===== src/rtl/el2_pkg.sv =====
// Shared types for the LSU bus clock-ratio logic.
// Holds the ratio-change FSM encoding and the default ratio width.
package el2_pkg;

    localparam int EL2_BUS_RATIO_W = 3;

    typedef enum logic [1:0] {
        RUN   = 2'd0,
        DRAIN = 2'd1,
        ALIGN = 2'd2
    } el2_bus_ratio_fsm_t;

endpackage


===== src/rtl/el2_lsu_bus_ratio_cnt.sv =====
// Bus-edge down-counter for the LSU core/bus clock ratio.
// Ports: clk, rst, ratio_cur, load/load_val (next reload override),
//        scan_mode, cnt_zero, en, en_nxt.
module el2_lsu_bus_ratio_cnt
    import el2_pkg::*;
#(
    parameter int RATIO_W = EL2_BUS_RATIO_W
) (
    input  logic               clk,
    input  logic               rst,
    input  logic [RATIO_W-1:0] ratio_cur,
    input  logic               load,
    input  logic [RATIO_W-1:0] load_val,
    input  logic               scan_mode,
    output logic               cnt_zero,
    output logic               en,
    output logic               en_nxt
);

    logic [RATIO_W-1:0] cnt;
    logic [RATIO_W-1:0] reload;

    // While a switch is armed, the next bus edge reloads with the
    // new ratio, so en_nxt stays exact across the switch cycle.
    assign reload   = load ? load_val : ratio_cur;
    assign cnt_zero = (cnt == '0);

    always_ff @(posedge clk) begin
        if (rst) begin
            cnt <= '0;
        end else if (cnt_zero) begin
            cnt <= reload;
        end else begin
            cnt <= cnt - RATIO_W'(1);
        end
    end

    assign en     = cnt_zero | scan_mode;
    assign en_nxt = (cnt == RATIO_W'(1))
                  | (cnt_zero & (reload == '0))
                  | scan_mode;

endmodule


===== src/rtl/el2_lsu_bus_clken_gen.sv =====
// LSU bus clock-enable generator with safe run-time ratio change.
// Ports: clk, rst, ratio_req_vld/ratio_req/ratio_req_rdy,
//        lsu_bus_buffer_empty_any, lsu_busreq_r, scan_mode,
//        lsu_bus_clk_en, lsu_bus_clk_en_nxt, bus_ratio_cur,
//        bus_block_req.
module el2_lsu_bus_clken_gen
    import el2_pkg::*;
#(
    parameter int RATIO_W     = EL2_BUS_RATIO_W,
    parameter int RESET_RATIO = 0
) (
    input  logic               clk,
    input  logic               rst,
    input  logic               ratio_req_vld,
    input  logic [RATIO_W-1:0] ratio_req,
    output logic               ratio_req_rdy,
    input  logic               lsu_bus_buffer_empty_any,
    input  logic               lsu_busreq_r,
    input  logic               scan_mode,
    output logic               lsu_bus_clk_en,
    output logic               lsu_bus_clk_en_nxt,
    output logic [RATIO_W-1:0] bus_ratio_cur,
    output logic               bus_block_req
);

    localparam logic [RATIO_W-1:0] RST_RATIO = RATIO_W'(RESET_RATIO);

    el2_bus_ratio_fsm_t fsm;
    el2_bus_ratio_fsm_t fsm_nxt;

    logic [RATIO_W-1:0] ratio_cur;
    logic [RATIO_W-1:0] ratio_cur_nxt;
    logic [RATIO_W-1:0] ratio_pend;
    logic [RATIO_W-1:0] ratio_pend_nxt;
    logic               cnt_zero;
    logic               align;

    assign align = (fsm == ALIGN);

    el2_lsu_bus_ratio_cnt #(
        .RATIO_W (RATIO_W)
    ) u_cnt (
        .clk       (clk),
        .rst       (rst),
        .ratio_cur (ratio_cur),
        .load      (align),
        .load_val  (ratio_pend),
        .scan_mode (scan_mode),
        .cnt_zero  (cnt_zero),
        .en        (lsu_bus_clk_en),
        .en_nxt    (lsu_bus_clk_en_nxt)
    );

    always_ff @(posedge clk) begin
        if (rst) begin
            fsm        <= RUN;
            ratio_cur  <= RST_RATIO;
            ratio_pend <= RST_RATIO;
        end else begin
            fsm        <= fsm_nxt;
            ratio_cur  <= ratio_cur_nxt;
            ratio_pend <= ratio_pend_nxt;
        end
    end

    always_comb begin
        fsm_nxt        = fsm;
        ratio_cur_nxt  = ratio_cur;
        ratio_pend_nxt = ratio_pend;
        unique case (fsm)
            RUN: begin
                // Equal-ratio request is accepted as a no-op.
                if (ratio_req_vld && (ratio_req != ratio_cur)) begin
                    ratio_pend_nxt = ratio_req;
                    fsm_nxt        = DRAIN;
                end
            end
            DRAIN: begin
                if (lsu_bus_buffer_empty_any && !lsu_busreq_r) begin
                    fsm_nxt = ALIGN;
                end
            end
            ALIGN: begin
                // Switch only on an old-ratio bus edge.
                if (cnt_zero) begin
                    ratio_cur_nxt = ratio_pend;
                    fsm_nxt       = RUN;
                end
            end
            default: begin
                fsm_nxt = RUN;
            end
        endcase
    end

    assign ratio_req_rdy = (fsm == RUN);
    assign bus_block_req = (fsm != RUN);
    assign bus_ratio_cur = ratio_cur;

endmodule


===== config.mk =====
export PLATFORM = sky130hd
export DESIGN_NAME = el2_lsu_bus_clken_gen
export DESIGN_NICKNAME = d
export VERILOG_FILES = /design/src/rtl/el2_pkg.sv /design/src/rtl/el2_lsu_bus_ratio_cnt.sv /design/src/rtl/el2_lsu_bus_clken_gen.sv
export SDC_FILE = /design/constraint.sdc
export NUM_CORES = 1
export LEC_CHECK = 0
export ABC_AREA = 1
export ABC_CLOCK_PERIOD_IN_PS = 2600
export BUFFER_PORTS_ARGS = -buffer_cell sky130_fd_sc_hd__buf_2
export CAP_MARGIN = 5
export CORE_AREA = 2 2 39 41
export DETAILED_ROUTE_END_ITERATION = 12
export DIE_AREA = 0 0 41 43
export PLACE_DENSITY = 0.73
export SKIP_LAST_GASP = 1
export SYNTH_ARGS = -nofsm -noshare
export SYNTH_HDL_FRONTEND = slang
export SYNTH_SLANG_ARGS = --single-unit

===== constraint.sdc =====
create_clock -name clk -period 2.6 [get_ports clk]
set_clock_uncertainty 0.1 [all_clocks]
set_input_delay 0.52 -clock clk [delete_from_list [all_inputs] [get_ports clk]]
set_output_delay 0.52 -clock clk [all_outputs]
set_load 0.02 [all_outputs]

* Yosys cells after proc, flatten, opt, wreduce, memory -nomap -nowiden
Index checks and enable logic that the tools add are counted.
** Word-level totals
- Output and inout port bits :: 7
- Bits of input ports :: 9
- Register bits after elaboration :: 11
- Word-level logic and storage cells :: 32
** Operators by class
- Bitwise operators :: 4
- $add $sub $neg :: 1
- Equality and inequality tests :: 7
- Reductions and logical operators :: 10
- Multiplexer cells :: 6
** Operator list (number)
- $logic_not 3->1 :: 2
- $mux 2 :: 3
- $mux 3 :: 2
- $pmux 2 s3 :: 1
- $ne 2x2->1 const B :: 2
- $reduce_and 2->1 :: 2
- $eq 3x1->1 const B :: 1
- $ne 3x3->1 :: 1
- $or 1x1->1 :: 3
- $reduce_and 3->1 :: 1
- $sub 3x1->3 const B :: 1
- $eq 2x1->1 const B :: 1
- $eq 2x2->1 const B :: 1
- $logic_and 1x1->1 :: 2
- $logic_not 2->1 :: 1
- $ne 2x1->1 const B :: 1
- $reduce_bool 2->1 :: 1
- $and 1x1->1 :: 1
- $logic_not 1->1 :: 1

* Logic depth before layout (Yosys ltp)
- Depth after elaboration :: 6
- Mapped depth :: 7
- Gate-level depth less buffers :: 7

* Modules after synthesis
Synthesis repeated with hierarchy kept, for this count alone.
** Unflattened totals
- Cells, all modules :: 102
- Area, all modules :: 673.1 sq um
** Modules (own cells, without submodules)
- el2_lsu_bus_clken_gen :: seq. area each 160.2 sq um, times used 1, cells each 59, area each 412.9 sq um
- el2_lsu_bus_ratio_cnt :: seq. area each 60.1 sq um, times used 1, cells each 43, area each 260.2 sq um

* Worst setup path after synthesis
No wires, ideal clock.
- Path type :: reg2out
- From :: register u_cnt.cnt[0]
- To :: output port lsu_bus_clk_en
- Arrival :: 1093 ps
- Path slack :: 887 ps
- Required time :: 1980 ps
- Buffers on the path :: 0
- Stages on the path, launching flop included :: 6
- Path through :: dfxtp_1 inv_1 ha_1 nand2_4 inv_1 or2_2
** Between the ends
- Word-level cells in the longest chain between the ends :: 2
** Ends and longest elaborated chain
- start: declaration :: RTL line el2_lsu_bus_ratio_cnt.sv:20 : logic [RATIO_W-1:0] cnt;
- start signal: assignment :: RTL line el2_lsu_bus_ratio_cnt.sv:32 : cnt <= reload;
- start signal: assignment :: RTL line el2_lsu_bus_ratio_cnt.sv:34 : cnt <= cnt - RATIO_W'(1);
- $logic_not 3->1 :: RTL line el2_lsu_bus_ratio_cnt.sv:26 : assign cnt_zero = (cnt == '0);
- $or 1x1->1 :: RTL line el2_lsu_bus_ratio_cnt.sv:38 : assign en = cnt_zero | scan_mode;
- end: declaration :: RTL line el2_lsu_bus_clken_gen.sv:20 : output logic lsu_bus_clk_en,
Every way passes these cells.

* Worst setup path after layout
Ends and elaborated chain as after synthesis.

==> qor.csv <==
stage,metric,value,unit
placed_design,gp_congestion,0.787,
yosys,synth_cell_types,18,
route,drt.antenna.violating_nets,0,
sta,fmax,460,MHz
critical_path,cp_data_arrival_time,1.55,ns
die,dieArea,1760,sq um
finish,antenna_cells,0,
die,initial_core_util,0.465,
yosys,syn-cell-area,643,sq um
route,vias,605,
clock_network,cts_sinks,11,
clock_network,insertion_delay,0.27,ns
route,dr.pass1.iters,4,
hold_path,hold_depth,2,
yosys,synth_edf_count,0,
clock_network,post_cts_resized,0,
sta,setup_violations,0,
clock_network,path_clk_slew,0.07,ns
yosys,yosysSeqAreaShare,0.342,
die,fp-row-count,14,
hold_path,min_to,fsm[1]$_SDFFE_PP0P_,
sta,tns,0,ns
sta,hold_viol,0,
die,pin_count,16,
placed_design,numPortBuffers,15,
yosys,ys.flop_type,dfxtp_1,
critical_path,rrSetupSlack,1.23,ns
global_routing,overflow,0,
clock_network,htree_levels,1,
yosys,netlist_instances,93,
die,die_w,41,um
hold_path,min_from,rst,
critical_path,endpoint_kind,primary output,
finish,nFillCells,147,
hold_path,hp-class,in -> reg,
yosys,synth_nets,105,
finish,utilization,0.552,
global_routing,grt_antenna_before_repair,0,
die,die_height,43,um
route,wirelength,1190,um
critical_path,regToRegStartpoint,u_cnt.cnt[0]$_SDFF_PP0_,
critical_path,cpPeakStageDelay,0.36,ns
critical_path,worst_path_max_delay_cell,dfxtp_1,
critical_path,start_kind,flip-flop,
outcome,status,finished clean,
critical_path,required,1.98,ns
placed_design,placed_cells,124,
yosys,yosys_register_bits,11,
yosys,synth_area_per_cell,6.92,sq um
global_routing,grt_pass1_wl,1900,um
critical_path,reg2regPathDepth,7,
sta,post-route-period-util,0.835,
critical_path,path_class,reg -> out,
route,drc,0,
pwr,peakVddDrop,0.000401,V
clock_network,cts.path.max_buffers,2,
sta,rsz0062_at_grt,false,
clock_network,cts_tree,yes,
finish,final_cell_mix,"nand2_1 (21), inv_1 (15), buf_2 (15), a21oi_1 (11), dfxtp_1 (11)",
sta,slew_violations,0,
yosys,yosysWarnings,0,
clock_network,numCtsBuffers,3,
finish,stdcell_count,128,
clock_network,postCtsSetupBuffers,0,
pwr,power_density,794,nW/um^2
global_routing,grt_usage,0.160,
critical_path,crit_path_cell_trace,inv_1 -> ha_1 -> nand2_4 -> inv_1 -> or2_2 -> buf_2,
global_routing,grt_pass1_vias,511,
route,avgRoutedWirePerCell,9.29,um
sta,worst_slew_pin_slew,0.221,ns
route,first_iter_violations,21,
finish,nNetsFinal,125,
run,cap_violations,0,
critical_path,r2r_end,bus_ratio_cur[0]$_SDFFE_PP0P_,
clock_network,hold_buffers,0,
finish,areaGrowthSynthToFinish,18.9,%
critical_path,cp_common_cell,inv_1,
sta,min_period,2.17,ns
critical_path,cp_max_fo,6,
finish,drive_gt1_frac,0.259,
critical_path,critPathLaunch,u_cnt.cnt[0]$_SDFF_PP0_,
global_routing,grt_start_max_net_pins,9,
pwr,p_leak,0.397,nW
route,vias_per_cell,4.73,
finish,final_common_cell,nand2_1,
die,core,1380,sq um
placed_design,dp_hpwl,909,um
sta,whs,0.376,ns
yosys,async_flop_share,0,
sta,relSlewSlack,0.852,
clock_network,ctsRootBufferMaster,clkbuf_4,
cell type report:
class,instances,area [sq um],share of cell area
timing repair buffer,15,75.1,0.0982
inverter,18,67.6,0.0884
clock buffer,4,26.3,0.0344
tap,16,20.0,0.0262
multi-input combinational,64,355,0.465
sequential,11,220,0.288
flip-flops by register name (all words and copies together), names as in the netlist:
name and count:
bus_ratio_cur 3, ratio_pend 3, u_cnt.cnt 3, fsm 2
metrics by stage:
stage / setup WS (ns) / total power [W] / instance area [sq um]
6_report: 0.428 / 0.000607 / 764
5_1_grt: 0.372 / 0.000650 / 764
4_1_cts: 0.439 / 0.000608 / 764
3_5_place_dp: 0.733 / 0.000492 / 738
3_3_place_gp: 0.775 / 0.000484 / 738
2_1_floorplan: 0.887 / 0.000430 / 643
cells in the mapped netlist, types with 2 or more instances:
library cell	n	area, sq um
nand2_1	21	78.8
inv_1	15	56.3
a21oi_1	11	55.1
nand3_1	5	25.0
inv_2	3	11.3
nand2_4	2	22.5
dfxtp_1	11	220
o21ai_0	5	25.0
ha_1	3	37.5
nor2_1	8	30.0
o21ai_1	2	10.0
report_power, final:
group          internal (W)  switching [W]  total (W)  leakage, nW
clock network     0.0000594      0.0000577   0.000117       0.0150
logic              0.000102       0.000169   0.000271        0.291
registers          0.000199      0.0000197   0.000219       0.0904
routing by layer:
| metal | routed length (um) | track usage | vias up |
|---|---|---|---|
| li1 | - | - | 327 |
| met1 | 564 | 0.199 | 258 |
| met2 | 537 | 0.231 | 15 |
| met3 | 56 | 0.0314 | 5 |
| met4 | 31 | 0.120 | 0 |
| met5 | 0 | 0 | - |
kinds of logic (layout without fill, tap and decap cells):
logic type / count (synthesis) / count (layout) / share of synthesized area
compound gates: 19 / 19 / 0.154
simple gates: 41 / 41 / 0.327
buf+inv: 18 / 37 / 0.105
xor+xnor: 1 / 1 / 0.0136
fa+ha+maj: 3 / 3 / 0.0584
flops: 11 / 11 / 0.342
worst max path at each step:
stage,end,cells after the start
final,lsu_bus_clk_en,6
after global routing,lsu_bus_clk_en,6
after CTS,lsu_bus_clk_en,6
after detailed placement,lsu_bus_clk_en,6
after global placement,lsu_bus_clk_en,6
after floorplan,lsu_bus_clk_en,5
critical path: cells and delay by family, from the launching register on:
kind                       cells  cell delay (ns)
adders and majority gates      1             0.23
buffers and inverters          3             0.32
DFF                            1             0.36
and+or+nand+nor                2             0.37
(Power assumes the default switching activity.)
